[src/rtl/multicycle_controller.sv]
// Control FSM for the shared-ALU multicycle RV32I datapath: per-state mux selects,
// write enables, ALU function and immediate format, plus a retired-instruction counter.
module multicycle_controller #(
  parameter int CNT_W = 32
) (
  input  logic             clk,
  input  logic             rst,
  input  logic [6:0]       op,
  input  logic [2:0]       funct3,
  input  logic             funct7b5,
  input  logic             zero,
  input  logic             neg,
  output logic             pc_write,
  output logic             adr_src,
  output logic             mem_write,
  output logic             ir_write,
  output logic             reg_write,
  output logic [1:0]       alu_src_a,
  output logic [1:0]       alu_src_b,
  output logic [1:0]       result_src,
  output logic [2:0]       alu_ctrl,
  output logic [2:0]       imm_src,
  output logic             instr_done,
  output logic [CNT_W-1:0] retired
);

  localparam logic [6:0] OP_LOAD  = 7'b0000011;
  localparam logic [6:0] OP_STORE = 7'b0100011;
  localparam logic [6:0] OP_RTYPE = 7'b0110011;
  localparam logic [6:0] OP_ITYPE = 7'b0010011;
  localparam logic [6:0] OP_BR    = 7'b1100011;
  localparam logic [6:0] OP_JAL   = 7'b1101111;
  localparam logic [6:0] OP_JALR  = 7'b1100111;
  localparam logic [6:0] OP_LUI   = 7'b0110111;

  localparam logic [2:0] ALU_ADD = 3'b000;
  localparam logic [2:0] ALU_SUB = 3'b001;

  typedef enum logic [3:0] {
    S_FETCH, S_DECODE, S_MEMADR, S_MEMREAD, S_MEMWB, S_MEMWRITE, S_EXECR,
    S_EXECI, S_ALUWB, S_BRANCH, S_JAL, S_JALR1, S_JALR2, S_LUI
  } state_t;

  state_t           state_q, state_d;
  logic [CNT_W-1:0] retired_q;
  logic             taken;

  function automatic logic [2:0] alu_fn(input logic [2:0] f3, input logic sub);
    case (f3)
      3'b000:  alu_fn = sub ? ALU_SUB : ALU_ADD;
      3'b010:  alu_fn = 3'b101;
      3'b100:  alu_fn = 3'b100;
      3'b110:  alu_fn = 3'b011;
      3'b111:  alu_fn = 3'b010;
      default: alu_fn = ALU_ADD;
    endcase
  endfunction

  always_ff @(posedge clk) begin
    if (rst) begin
      state_q   <= S_FETCH;
      retired_q <= '0;
    end else begin
      state_q <= state_d;
      if (instr_done) retired_q <= retired_q + CNT_W'(1);
    end
  end

  assign retired = retired_q;

  always_comb begin
    case (funct3)
      3'b000:  taken = zero;
      3'b001:  taken = !zero;
      3'b100:  taken = neg;
      3'b101:  taken = !neg;
      default: taken = 1'b0;
    endcase
  end

  always_comb begin
    case (op)
      OP_STORE: imm_src = 3'b001;
      OP_BR:    imm_src = 3'b010;
      OP_JAL:   imm_src = 3'b011;
      OP_LUI:   imm_src = 3'b100;
      default:  imm_src = 3'b000;
    endcase
  end

  always_comb begin
    state_d    = S_FETCH;
    pc_write   = 1'b0;
    adr_src    = 1'b0;
    mem_write  = 1'b0;
    ir_write   = 1'b0;
    reg_write  = 1'b0;
    instr_done = 1'b0;
    alu_src_a  = 2'b00;
    alu_src_b  = 2'b00;
    result_src = 2'b00;
    alu_ctrl   = ALU_ADD;
    case (state_q)
      S_FETCH: begin
        ir_write   = 1'b1;
        pc_write   = 1'b1;
        alu_src_b  = 2'b10;
        result_src = 2'b10;
        state_d    = S_DECODE;
      end
      S_DECODE: begin
        // Speculative branch target OldPC+imm lands in ALUOut for BRANCH to use.
        alu_src_a = 2'b01;
        alu_src_b = 2'b01;
        case (op)
          OP_LOAD, OP_STORE: state_d = S_MEMADR;
          OP_RTYPE:          state_d = S_EXECR;
          OP_ITYPE:          state_d = S_EXECI;
          OP_BR:             state_d = S_BRANCH;
          OP_JAL:            state_d = S_JAL;
          OP_JALR:           state_d = S_JALR1;
          OP_LUI:            state_d = S_LUI;
          default: begin
            state_d    = S_FETCH;
            instr_done = 1'b1;
          end
        endcase
      end
      S_MEMADR: begin
        alu_src_a = 2'b10;
        alu_src_b = 2'b01;
        state_d   = (op == OP_LOAD) ? S_MEMREAD : S_MEMWRITE;
      end
      S_MEMREAD: begin
        adr_src = 1'b1;
        state_d = S_MEMWB;
      end
      S_MEMWB: begin
        result_src = 2'b01;
        reg_write  = 1'b1;
        instr_done = 1'b1;
      end
      S_MEMWRITE: begin
        adr_src    = 1'b1;
        mem_write  = 1'b1;
        instr_done = 1'b1;
      end
      S_EXECR: begin
        alu_src_a = 2'b10;
        alu_ctrl  = alu_fn(funct3, funct7b5);
        state_d   = S_ALUWB;
      end
      S_EXECI: begin
        // funct7b5 is part of the immediate here, so it never selects sub.
        alu_src_a = 2'b10;
        alu_src_b = 2'b01;
        alu_ctrl  = alu_fn(funct3, 1'b0);
        state_d   = S_ALUWB;
      end
      S_ALUWB: begin
        reg_write  = 1'b1;
        instr_done = 1'b1;
      end
      S_BRANCH: begin
        alu_src_a  = 2'b10;
        alu_ctrl   = ALU_SUB;
        pc_write   = taken;
        instr_done = 1'b1;
      end
      S_JAL: begin
        alu_src_a = 2'b01;
        alu_src_b = 2'b10;
        pc_write  = 1'b1;
        state_d   = S_ALUWB;
      end
      S_JALR1: begin
        alu_src_a = 2'b10;
        alu_src_b = 2'b01;
        state_d   = S_JALR2;
      end
      S_JALR2: begin
        alu_src_a = 2'b01;
        alu_src_b = 2'b10;
        pc_write  = 1'b1;
        state_d   = S_ALUWB;
      end
      S_LUI: begin
        result_src = 2'b11;
        reg_write  = 1'b1;
        instr_done = 1'b1;
      end
      default: state_d = S_FETCH;
    endcase
    if (rst) begin
      pc_write   = 1'b0;
      ir_write   = 1'b0;
      mem_write  = 1'b0;
      reg_write  = 1'b0;
      instr_done = 1'b0;
    end
  end

endmodule

[config.mk]
export PLATFORM = sky130hd
export DESIGN_NAME = multicycle_controller
export DESIGN_NICKNAME = d
export VERILOG_FILES = /design/src/rtl/multicycle_controller.sv
export SDC_FILE = /design/constraint.sdc
export NUM_CORES = 1
export LEC_CHECK = 0
export ABC_AREA = 1
export CAP_MARGIN = 15
export CELL_PAD_IN_SITES_DETAIL_PLACEMENT = 0
export CELL_PAD_IN_SITES_GLOBAL_PLACEMENT = 2
export CORE_MARGIN = 3
export CORE_UTILIZATION = 23
export CTS_BUF_LIST = sky130_fd_sc_hd__clkbuf_8
export DETAILED_ROUTE_END_ITERATION = 6
export PLACE_DENSITY_LB_ADDON = 0.1
export SYNTH_ARGS = -nofsm -noshare
export SYNTH_HDL_FRONTEND = slang
export SYNTH_SLANG_ARGS = --single-unit
export TNS_END_PERCENT = 20
[constraint.sdc]
create_clock -name clk -period 1.7 [get_ports clk]
set_clock_uncertainty 0.2 [all_clocks]
set_input_delay 0.17 -clock clk [delete_from_list [all_inputs] [get_ports clk]]
set_output_delay 0.17 -clock clk [all_outputs]
set_load 0.01 [all_outputs]
==> reports/results.ini, run 1 <==
[status]
status = finished with violations
failed_checks = setup timing

[drt]
detail_route.wl_per_cell_um = 12.4
avgViaCountPerCell = 4.30
drt_iter0_drc = 160
detail-route-antenna-nets = 0
finalWirelength_um = 9860
detailedRoute.firstPassIterationCount = 4
dr_total_vias = 3425
drc_errors = 0

[clock_network]
clk_pin_slew_worst_paths_ns = 0.08
clock_tree.buffer_depth = 2
ctsRootBufferMaster = sky130_fd_sc_hd__clkbuf_8
numCtsBuffers = 5
worst_skew_pair.late_latency_ns = 0.29
cts_htree_levels = 2
tritoncts = yes
cts.sink_count = 36

[sta]
relative_max_transition_margin = 0.812
grt_setup_unrepaired = yes
achievable_freq_mhz = 560
final_slew_violations = 0
layout_worst_path_cycle_share = 1.05
timing.final.ws_setup_ns = -0.0866
worst-slew-pin-transition_ns = 0.280
final.min_clock_period_ns = 1.79
setup_viol_count_final = 24
fin_setup_tns_ns = -1.16
hold_viol_final = 0

[critical_path]
reg2reg_from = state_q[2]$_SDFF_PP0_
worstPathArrival_ns = 1.82
worst_r2r_path_depth = 13
timing.rr.end = retired[22]$_SDFFE_PP0P_
worst-setup-path-type = flop to flop
worstPathRequired_ns = 1.73
r2r_setup_slack_ns = -0.09
cp-start-kind = flop
critical_path.max_fanout = 8
critical_path.endpoint_type = flop

[global_route]
via_count_of_the_first_global_routing_pass = 3238
grt_use_met1 = 0.201
grt.busiest_layer = met2
grt.total_usage = 0.149
grt_pass1_wl_um = 15500
use_met3 = 0.0253
use_met2 = 0.248
number_of_antenna_violations_at_the_first_check_in_global_routing = 0
pin_count_of_the_biggest_net_entering_global_routing = 38
grt_overflow = 0

[synthesis]
syn_area_um2 = 2610
synth_seq_cells = 36
leading_post_synthesis_cells_by_instance_count = sky130_fd_sc_hd__nand2_1, sky130_fd_sc_hd__nor2_1, sky130_fd_sc_hd__inv_1
synth.distinct_cells = 33
post_synthesis_cell_type_with_the_largest_combined_area = sky130_fd_sc_hd__dfxtp_1
synthMostInstantiatedCell = sky130_fd_sc_hd__nand2_1
synth_area_leaders = sky130_fd_sc_hd__dfxtp_1, sky130_fd_sc_hd__nand2_1, sky130_fd_sc_hd__nor2_1
synth_enable_flop_cells = 0
synthDominantCellAreaShare = 0.276
syn-num-nets = 481
post_synth.cell_area_avg_um2 = 5.62
async_flop_share = 0
synthesis.yosys.warnings = 0
synth-main-ff-cell = sky130_fd_sc_hd__dfxtp_1
synth.yosys.seq_area_share = 0.276
post_synth_inst_count = 465

[worst_hold_path]
hp-class = flop to flop
min_delay_worst_endpoint = retired[0]$_SDFFE_PP0P_
timing.hold.worst.start = retired[0]$_SDFFE_PP0P_
min_path_cells = 1

[final_layout]
post_layout_cell_count = 797
nNetsFinal = 672
antennaDiodeCount = 0
reg_area_um2 = 777
syn_to_final_growth_pct = 90.6
multi_input_comb_area_um2 = 1950
final.fill_count = 1178
fraction_of_final_layout_cells_sized_beyond_drive_strength_1 = 0.417

[pwr]
design_power_total_w = 0.00198
pwr_density_cell_nw_per_um2 = 397
leakage_nw = 2.38
vdd_ir_drop_max_v = 0.000283

[place]
dpl.hpwl_um = 7170
numPlacedInstances = 769
gp_congestion = 0.780
io_buffer_count = 64

[floorplanning]
coreArea_um2 = 11000
die-height_um = 113
die_w_um = 113
pin_count = 65
die_area_um2 = 12700
effective_utilization_at_floorplan = 0.238
rows = 38

[job]
maxCapViolCount = 0

-- layout make-up --
class	count	share of cell area
sequential	36	0.156
timing repair buffer	194	0.350
multi-input combinational	354	0.391
clock inverter	2	0.00151
clock buffer	6	0.0166
tap	140	0.0352
inverter	65	0.0500
-- worst max-delay path, stage by stage (launching register included) --
cell                        delay [ns]
sky130_fd_sc_hd__dfxtp_2          0.34
sky130_fd_sc_hd__nor2_1           0.10
sky130_fd_sc_hd__buf_4            0.14
sky130_fd_sc_hd__nand2_4          0.06
sky130_fd_sc_hd__nor2_4           0.10
sky130_fd_sc_hd__nand3_4          0.10
sky130_fd_sc_hd__nand2_8          0.08
sky130_fd_sc_hd__buf_12           0.13
sky130_fd_sc_hd__buf_8            0.12
sky130_fd_sc_hd__clkbuf_16        0.15
sky130_fd_sc_hd__nand2_2          0.04
sky130_fd_sc_hd__nand2_1          0.05
sky130_fd_sc_hd__nand2_1          0.04
sky130_fd_sc_hd__nor2_1           0.07
-- timing repair --
item                       4_1_cts  5_1_grt
hold buffers                     0        0
setup buffers                   10        6
setup endpoints to repair       65       67
cloned                           0        5
gates resized for setup        167       75
pin swaps                       26       31
-- cells by family (layout without fill, tap and decap cells) --
logic type      Yosys count  after routing  share of synthesized area
simple gates            317            317                      0.518
buf+inv                  75            267                      0.119
flops                    36             36                      0.276
compound gates           34             34                     0.0752
xor+xnor                  2              2                    0.00670
fa+ha+maj                 1              1                    0.00479
-- worst max path at each step --
| stage | startpoint | end | slack [ns] | cells after the start |
|---|---|---|---|---|
| floorplan | retired[0]$_SDFFE_PP0P_ | retired[16]$_SDFFE_PP0P_ | 0.004 | 10 |
| global placement | op[2] | instr_done | -0.65 | 10 |
| detailed placement | op[2] | instr_done | -0.67 | 10 |
| CTS | retired[0]$_SDFFE_PP0P_ | retired[28]$_SDFFE_PP0P_ | -0.10 | 11 |
| global route | retired[1]$_SDFFE_PP0P_ | retired[28]$_SDFFE_PP0P_ | -0.20 | 11 |
| finish | state_q[2]$_SDFF_PP0_ | retired[22]$_SDFFE_PP0P_ | -0.09 | 13 |
-- power by group --
part	internal, W	leakage, nW	switching [W]
Sequential	0.000841	0.307	0.0000117
Combinational	0.000247	2.02	0.000228
Clock	0.000320	0.0538	0.000331
Total	0.00141	2.38	0.000571
-- routing by layer --
layer | vias up | wire length [µm] | share of wire
met4 | 0 | 105 | 0.011
li1 | 1834 | - | -
met1 | 1532 | 4690 | 0.48
met2 | 53 | 4720 | 0.48
met3 | 6 | 342 | 0.035
met5 | - | 0 | 0
-- state kept, by name, indices dropped and copies added (netlist names) --
name     flops
retired     32
state_q      4
-- placed cells by master, fill, tap and decap left out, types with 5 or more instances in the layout --
cell type,instances
sky130_fd_sc_hd__nand2_2,14
sky130_fd_sc_hd__nor2_1,71
sky130_fd_sc_hd__inv_1,54
sky130_fd_sc_hd__inv_2,11
sky130_fd_sc_hd__nor2_2,14
sky130_fd_sc_hd__dlygate4sd2_1,11
sky130_fd_sc_hd__dlymetal6s2s_1,9
sky130_fd_sc_hd__clkbuf_16,5
sky130_fd_sc_hd__nand3_1,31
sky130_fd_sc_hd__buf_6,11
sky130_fd_sc_hd__nand2_4,9
sky130_fd_sc_hd__dfxtp_4,8
sky130_fd_sc_hd__nand2_1,133
sky130_fd_sc_hd__buf_2,12
sky130_fd_sc_hd__a21oi_1,19
sky130_fd_sc_hd__dfxtp_2,21
sky130_fd_sc_hd__buf_4,115
sky130_fd_sc_hd__clkdlybuf4s50_1,26
sky130_fd_sc_hd__nor2_4,15
sky130_fd_sc_hd__clkbuf_8,6
sky130_fd_sc_hd__nand3_2,10
sky130_fd_sc_hd__dfxtp_1,7
-- per-stage QoR --
stage / hold slack, ns / area [µm²] / setup WS, ns / util
floorplan: 0.194 / 2650 / 0.00419 / -
global placement: 0.258 / 4230 / -0.646 / 0.385
detailed placement: 0.264 / 4230 / -0.669 / 0.385
CTS: 0.276 / 4570 / -0.100 / 0.416
global route: 0.291 / 4980 / -0.203 / 0.454
finish: 0.270 / 4980 / -0.0866 / 0.454
Power figures use the tool's default switching activity.
==> run 2: changes to the inputs <==
--- a/config.mk
+++ b/config.mk
@@ -5,14 +5,15 @@
 export SDC_FILE = /design/constraint.sdc
 export NUM_CORES = 1
 export LEC_CHECK = 0
-export ABC_AREA = 1
 export CAP_MARGIN = 15
 export CELL_PAD_IN_SITES_DETAIL_PLACEMENT = 0
 export CELL_PAD_IN_SITES_GLOBAL_PLACEMENT = 2
 export CORE_MARGIN = 3
-export CORE_UTILIZATION = 23
+export CORE_UTILIZATION = 24
 export CTS_BUF_LIST = sky130_fd_sc_hd__clkbuf_8
 export DETAILED_ROUTE_END_ITERATION = 6
+export GPL_TIMING_DRIVEN = 0
+export HOLD_SLACK_MARGIN = 0.1
 export PLACE_DENSITY_LB_ADDON = 0.1
 export SYNTH_ARGS = -nofsm -noshare
 export SYNTH_HDL_FRONTEND = slang
==> run 2 against run 1 <==
  * Sequential share of layout area is 4.8 points higher
  * First-iteration DRC count decreased by 62%
  * Via count is 23% lower
  * Total power is 2.0% lower
  * Sequential power up 1%
  * Critical endpoint is now retired[9]$_SDFFE_PP0P_
  * Highest routed layer unchanged
  * The run still ends with setup timing left
  * Count of clock-buffer cells in the layout unchanged
  * Critical path type unchanged
  * Cell count down 39%
==> reports/results.ini, run 2 <==
[status]
status = finished with violations
failed_checks = setup timing

[synthesis]
post_synthesis_cell_type_with_the_largest_combined_area = sky130_fd_sc_hd__dfxtp_1
synth.distinct_cells = 48  ; +45%
post_synth.cell_area_avg_um2 = 7.52  ; +34%
synth-main-ff-cell = sky130_fd_sc_hd__dfxtp_1
synth.yosys.seq_area_share = 0.318  ; +0.0427
syn-num-nets = 317  ; -34%
async_flop_share = 0  ; unchanged
synthDominantCellAreaShare = 0.318  ; +0.0427
leading_post_synthesis_cells_by_instance_count = sky130_fd_sc_hd__a21oi_1, sky130_fd_sc_hd__dfxtp_1, sky130_fd_sc_hd__nand2_1
synthMostInstantiatedCell = sky130_fd_sc_hd__a21oi_1
synth_seq_cells = 36  ; unchanged
synth_area_leaders = sky130_fd_sc_hd__dfxtp_1, sky130_fd_sc_hd__a21oi_1, sky130_fd_sc_hd__o31ai_1
synthesis.yosys.warnings = 0  ; unchanged
syn_area_um2 = 2260  ; -13%
synth_enable_flop_cells = 0  ; unchanged
post_synth_inst_count = 301  ; -35%

[floorplanning]
pin_count = 65  ; unchanged
effective_utilization_at_floorplan = 0.253  ; +0.0154
rows = 34  ; -11%
die_area_um2 = 10600  ; -16%
die_w_um = 103  ; -8.4%
coreArea_um2 = 8930  ; -19%
die-height_um = 103  ; -8.4%

[final_layout]
antennaDiodeCount = 0  ; unchanged
fraction_of_final_layout_cells_sized_beyond_drive_strength_1 = 0.276  ; -0.141
post_layout_cell_count = 489  ; -39%
syn_to_final_growth_pct = 62.1
nNetsFinal = 396  ; -41%
mostFrequentLayoutCells = sky130_fd_sc_hd__clkdlybuf4s50_1, sky130_fd_sc_hd__a21oi_1, sky130_fd_sc_hd__nand2_1
design_area_um2 = 3670  ; -26%
largest_register_ffs = 32  ; unchanged
layout.cells.most_common = sky130_fd_sc_hd__clkdlybuf4s50_1

[place]
dpl.hpwl_um = 5820  ; -19%
gp_congestion = 0.759  ; -2.8%
numPlacedInstances = 472  ; -39%
io_buffer_count = 63  ; -1.6%
dpl_worst_slack_ns = -1.84  ; -1.17 ns
dpl-instance-area_um2 = 3080  ; -27%

[pwr]
power_frac_comb = 0.216  ; -0.024
design_power_total_w = 0.00194  ; -2.0%
p_sw_w = 0.000557  ; -2.4%
clock_power_share = 0.339  ; +0.010
power_frac_seq = 0.445  ; +0.014
pwr_density_cell_nw_per_um2 = 528  ; +33%
vdd_ir_drop_max_v = 0.000290  ; +2.5%
swShare = 0.287  ; -0.00130
leakage_nw = 1.23  ; -49%
intPower_w = 0.00138  ; -1.8%

[drt]
dr_total_vias = 2629  ; -23%
drt_iter0_drc = 61  ; -62%
detailedRoute.firstPassIterationCount = 4  ; unchanged
detail-route-antenna-nets = 0  ; unchanged
avgViaCountPerCell = 5.38  ; +25%
detail_route.wl_per_cell_um = 17.6  ; +42%
finalWirelength_um = 8600  ; -13%
drc_errors = 0  ; unchanged

[sta]
hold_viol_final = 0  ; unchanged
timing.final.ws_setup_ns = -0.864  ; -0.777 ns
worst-slew-pin-transition_ns = 0.866  ; +0.586 ns
layout_worst_path_cycle_share = 1.51  ; +0.457
final.min_clock_period_ns = 2.56  ; +0.777 ns
grt_setup_unrepaired = yes
achievable_freq_mhz = 390  ; -30%
fin_setup_tns_ns = -31.61  ; -30.45 ns
setup_viol_count_final = 51  ; +110%
relative_max_transition_margin = 0.423  ; -0.389
final_slew_violations = 0  ; unchanged

[global_route]
number_of_antenna_violations_at_the_first_check_in_global_routing = 0  ; unchanged
grt.total_usage = 0.163  ; +0.0144
grt_overflow = 0  ; unchanged
grt_pass1_wl_um = 13700  ; -12%
pin_count_of_the_biggest_net_entering_global_routing = 12  ; -68%
via_count_of_the_first_global_routing_pass = 2635  ; -19%

[job]
maxCapViolCount = 0  ; unchanged

[clock_network]
clock_tree.buffer_depth = 2  ; unchanged
worst_skew_pair.late_latency_ns = 0.29  ; about the same
clk_pin_slew_worst_paths_ns = 0.08  ; about the same
ctsRootBufferMaster = sky130_fd_sc_hd__clkbuf_8
cts-hold-fix-buffers = 0  ; unchanged
tritoncts = yes
cts_htree_levels = 2  ; unchanged
numCtsBuffers = 5  ; unchanged
cts.sink_count = 36  ; unchanged

[critical_path]
worst_r2r_path_depth = 6  ; -7
critical_path.max_fanout = 6  ; -2
worstSetupPathDepth = 6  ; -7
critical_path.endpoint_type = flop
worstPathRequired_ns = 1.69  ; -0.04 ns
critical_path.top_delay_family = simple AND/OR/NAND/NOR gates
cpMaxStageDelayCell = sky130_fd_sc_hd__or4b_4
slowest_delay_ns = 0.53  ; +0.19 ns
cp-start-kind = flop
worst-setup-path-type = flop to flop
timing.critical_path.buf_inv = 2  ; -2
crit_chain = or4b_4 -> o41a_1 -> buf_6 -> buf_12 -> nor4b_4 -> mux2_4
worstPathArrival_ns = 2.55  ; +0.73 ns

[worst_hold_path]
hp-class = flop to flop
min_path_cells = 2  ; +1

==> run 2: per-stage QoR <==
step                      hold slack, ns   util
after global routing               0.311  0.411
after global placement             0.273  0.345
after detailed placement           0.279  0.345
after CTS                          0.290  0.380
final                              0.296  0.411
after floorplan                    0.155      -
==> run 2: power groups by stage <==
stage / Clock, W / Sequential [W] / Combinational [W]
final: 0.000656 / 0.000864 / 0.000419
after global routing: 0.000706 / 0.000864 / 0.000452
after CTS: 0.000682 / 0.000863 / 0.000353
after floorplan: 0 / 0.000883 / 0.000156
after detailed placement: 0 / 0.000883 / 0.000301
after global placement: 0 / 0.000883 / 0.000303
==> run 2: kinds of logic after synthesis <==
logic type                 synth area share
muxes                                0.0188
DFF                                   0.318
adders and majority gates           0.00553
AOI/OAI and AO/OA                     0.245
buffers and inverters                0.0536
xor gates and xnor gates             0.0232
and+or+nand+nor                       0.335
==> run 2: worst reg2reg max path, delay by kind of cell, from the launching register on <==
kind	cells	cell delay [ns]
mux	1	0.32
flops	1	0.37
buf+inv	2	0.31
simple gates	2	0.79
compound gates	1	0.48
==> run 2: final cells by class <==
type	count	area, µm²
buffer	20	198
clock buffer	6	82.6
clock inverter	2	10.0
fill	941	5260
inverter	11	41.3
multi-input combinational	234	1700
sequential	36	748
tap	108	135
timing repair buffer	72	752
==> run 2: per-layer routing <==
layer | global-route usage | wire [µm] | up-vias
met2 | 0.271 | 4070 | 56
met3 | 0.0230 | 263 | 5
li1 | - | - | 1302
met1 | 0.224 | 4190 | 1266
met4 | 0.0359 | 74 | 0
met5 | 0 | 0 | -
==> run 2: repair_timing <==
action                                  CTS  global route
cloned                                    0             4
setup buffers                             5             0
pin swaps                                10            12
resized for setup                        79            60
endpoints found under the setup margin   59            64
==> run 2: final timing paths <==
kind | start | end | slack, ns
max reg2reg | state_q[3]$_SDFF_PP0_ | retired[9]$_SDFFE_PP0P_ | -0.86
max | state_q[3]$_SDFF_PP0_ | retired[9]$_SDFFE_PP0P_ | -0.86
min | retired[31]$_SDFFE_PP0P_ | retired[31]$_SDFFE_PP0P_ | 0.30
min reg2reg | retired[31]$_SDFFE_PP0P_ | retired[31]$_SDFFE_PP0P_ | 0.30
==> run 3: changes to the inputs <==
--- a/config.mk
+++ b/config.mk
@@ -8,13 +8,14 @@
 export CAP_MARGIN = 15
 export CELL_PAD_IN_SITES_DETAIL_PLACEMENT = 0
 export CELL_PAD_IN_SITES_GLOBAL_PLACEMENT = 2
-export CORE_MARGIN = 3
-export CORE_UTILIZATION = 24
+export CORE_MARGIN = 8
+export CORE_UTILIZATION = 27
 export CTS_BUF_LIST = sky130_fd_sc_hd__clkbuf_8
 export DETAILED_ROUTE_END_ITERATION = 6
 export GPL_TIMING_DRIVEN = 0
 export HOLD_SLACK_MARGIN = 0.1
 export PLACE_DENSITY_LB_ADDON = 0.1
+export SLEW_MARGIN = 20
 export SYNTH_ARGS = -nofsm -noshare
 export SYNTH_HDL_FRONTEND = slang
 export SYNTH_SLANG_ARGS = --single-unit
==> constraint.sdc (replaced) <==
create_clock -name clk -period 2.9 [get_ports clk]
set_clock_uncertainty 0.2 [all_clocks]
set_input_delay 0.29 -clock clk [delete_from_list [all_inputs] [get_ports clk]]
set_output_delay 0.29 -clock clk [all_outputs]
set_load 0.01 [all_outputs]
==> run 3 against run 2 <==
  * The flow now finishes without violations
  * Cell area down 14%
  * Routed wire length down 4.3%
  * Register-to-register slack better by 1.1 ns
  * Die area up 8.8%
  * Global-route usage down 1.9 points
  * Cell count down 2.7%
  * Combinational power down 58%
  * Utilization down 2.5 points
  * Clock power down 45%
  * Total power down 46%
  * Largest cell class unchanged
  * Highest routed layer unchanged
==> reports/results.ini, run 3 (synthesis gave the netlist of run 2 again) <==
[status]
status = finished, final reports clean

[final_layout]
reg_area_um2 = 723  ; -3.3%
mostFrequentLayoutCells = sky130_fd_sc_hd__clkdlybuf4s50_1, sky130_fd_sc_hd__a21oi_1, sky130_fd_sc_hd__dfxtp_1
fraction_of_final_layout_cells_sized_beyond_drive_strength_1 = 0.0674  ; -0.208
postLayoutCoreUtil = 0.386  ; -0.0248
final.fill_count = 891  ; -5.3%
largest_register_ffs = 32  ; unchanged
antennaDiodeCount = 0  ; unchanged
layout.cells.most_common = sky130_fd_sc_hd__clkdlybuf4s50_1
nNetsFinal = 387  ; -2.3%
syn_to_final_growth_pct = 39.4
multi_input_comb_area_um2 = 1440  ; -15%

[critical_path]
critical_path.endpoint_type = output pin
critical_path.max_fanout = 10  ; +4
critical_path.top_delay_family = simple AND/OR/NAND/NOR gates
timing.critical_path.buf_inv = 3  ; +1
r2r_setup_slack_ns = 0.22  ; +1.08 ns
cp-start-kind = flop
cpMaxStageDelayCell = sky130_fd_sc_hd__or4b_4
crit_chain = or4b_4 -> o41a_1 -> buf_8 -> buf_6 -> nor2_2 -> clkdlybuf4s15_2
reg2reg_from = state_q[3]$_SDFF_PP0_
timing.rr.end = retired[26]$_SDFFE_PP0P_
worstPathArrival_ns = 2.33  ; -0.22 ns
slowest_delay_ns = 0.57  ; +0.04 ns
worst-setup-path-type = flop to output pin
crit_start = state_q[3]$_SDFF_PP0_
worstPathRequired_ns = 2.41  ; +0.72 ns
worst_r2r_path_depth = 6  ; unchanged

[worst_hold_path]
min_delay_worst_endpoint = retired[31]$_SDFFE_PP0P_
hp-class = flop to flop
min_path_cells = 2  ; unchanged
timing.hold.worst.start = retired[31]$_SDFFE_PP0P_

[drt]
detail_route.wl_per_cell_um = 17.3  ; -1.7%
avgViaCountPerCell = 5.37  ; about the same
finalWirelength_um = 8230  ; -4.3%
detailedRoute.firstPassIterationCount = 4  ; unchanged
drt_iter0_drc = 142  ; +130%
detail-route-antenna-nets = 0  ; unchanged
drc_errors = 0  ; unchanged
dr_total_vias = 2557  ; -2.7%

[global_route]
via_count_of_the_first_global_routing_pass = 2562  ; -2.8%
pin_count_of_the_biggest_net_entering_global_routing = 12  ; unchanged
grt_pass1_wl_um = 13600  ; -1.0%
grt.total_usage = 0.144  ; -0.0193
grt_overflow = 0  ; unchanged
number_of_antenna_violations_at_the_first_check_in_global_routing = 0  ; unchanged

[clock_network]
ctsRootBufferMaster = sky130_fd_sc_hd__clkbuf_8
worst_skew_pair.late_latency_ns = 0.29  ; about the same
cts_htree_levels = 2  ; unchanged
tritoncts = yes
clock_tree.buffer_depth = 2  ; unchanged
clk_pin_slew_worst_paths_ns = 0.09  ; about the same
cts.sink_count = 36  ; unchanged
numCtsBuffers = 5  ; unchanged

[place]
gp_congestion = 0.769  ; +1.4%
dpl_worst_slack_ns = -0.780  ; +1.06 ns
dpl.hpwl_um = 6000  ; +3.1%
io_buffer_count = 63  ; unchanged

[pwr]
swShare = 0.292  ; +0.00502
pwr_density_cell_nw_per_um2 = 330  ; -38%
clock_power_share = 0.345  ; +0.006
power_frac_seq = 0.487  ; +0.042
leakage_nw = 0.996  ; -19%
power_frac_comb = 0.167  ; -0.049
intPower_w = 0.000737  ; -47%
design_power_total_w = 0.00104  ; -46%
vdd_ir_drop_max_v = 0.000165  ; -43%
p_sw_w = 0.000304  ; -45%

[floorplanning]
die-height_um = 108  ; +4.3%
die_area_um2 = 11600  ; +8.8%
rows = 33  ; -2.9%
coreArea_um2 = 8180  ; -8.5%
effective_utilization_at_floorplan = 0.277  ; +0.0235
pin_count = 65  ; unchanged
die_w_um = 108  ; +4.3%

[sta]
relative_max_transition_margin = 0.478  ; +0.0550
worst_hold_slack_ns = 0.292  ; -0.00446 ns
worst-slew-pin-transition_ns = 0.773  ; -0.0934 ns
final_slew_violations = 0  ; unchanged
hold_viol_final = 0  ; unchanged
final.min_clock_period_ns = 2.82
timing.final.ws_setup_ns = 0.0806  ; +0.944 ns
achievable_freq_mhz = 355
layout_worst_path_cycle_share = 0.972
grt_setup_unrepaired = yes
setup_viol_count_final = 0  ; -100%

[job]
maxCapViolCount = 0  ; unchanged

## run 3: power by group through the flow
stage / clock [W] / sequential, W / combinational [W]
after floorplan: 0 / 0.000518 / 0.0000842
after global placement: 0 / 0.000519 / 0.000169
after detailed placement: 0 / 0.000519 / 0.000168
after CTS: 0.000374 / 0.000507 / 0.000174
after global routing: 0.000391 / 0.000508 / 0.000192
final: 0.000360 / 0.000507 / 0.000174
## run 3: layout make-up
cell class | count | area share
clock inverters | 2 | 0.00397
flip-flops and latches | 36 | 0.229
clock buffers | 5 | 0.0218
multi-input cells | 234 | 0.457
plain buffers | 20 | 0.0329
inverters | 11 | 0.0131
well taps | 105 | 0.0416
repair buffers | 63 | 0.201
## run 3: worst max path at each step
| stage | cells after the start | slack (ns) | endpoint |
|---|---|---|---|
| floorplan | 5 | 0.47 | retired[9]$_SDFFE_PP0P_ |
| global placement | 8 | -0.81 | instr_done |
| detailed placement | 8 | -0.78 | instr_done |
| CTS | 6 | -0.05 | instr_done |
| global route | 6 | -0.02 | instr_done |
| finish | 6 | 0.08 | instr_done |
## run 3: stage by stage
step / cells / instance area (µm²) / TNS [ns]
after floorplan: 301 / 2260 / 0
after global placement: 469 / 3030 / -7.40
after detailed placement: 469 / 3030 / -6.99
after CTS: 476 / 3140 / -0.0459
after global routing: 476 / 3160 / -0.0207
final: 476 / 3160 / 0
## run 3: tightest hold or removal path: cells and delay by family (launching register included)
kind | cells | cell delay, ns
flops | 1 | 0.33
compound gates | 2 | 0.12
## run 3: what timing repair did
action / 4_1_cts / 5_1_grt
pin swaps: 0 / 2
gates resized for setup: 14 / 11
hold buffers: 0 / 0
setup endpoints to repair: 16 / 9
setup buffers: 0 / 0
## run 3: routing by layer
metal  part of all wire  vias to the layer above  GRT usage
li1                   -                     1277          -
met1               0.48                     1221      0.190
met2               0.46                       55      0.232
met3              0.054                        4     0.0317
met4             0.0056                        0     0.0337
met5                  0                        -          0
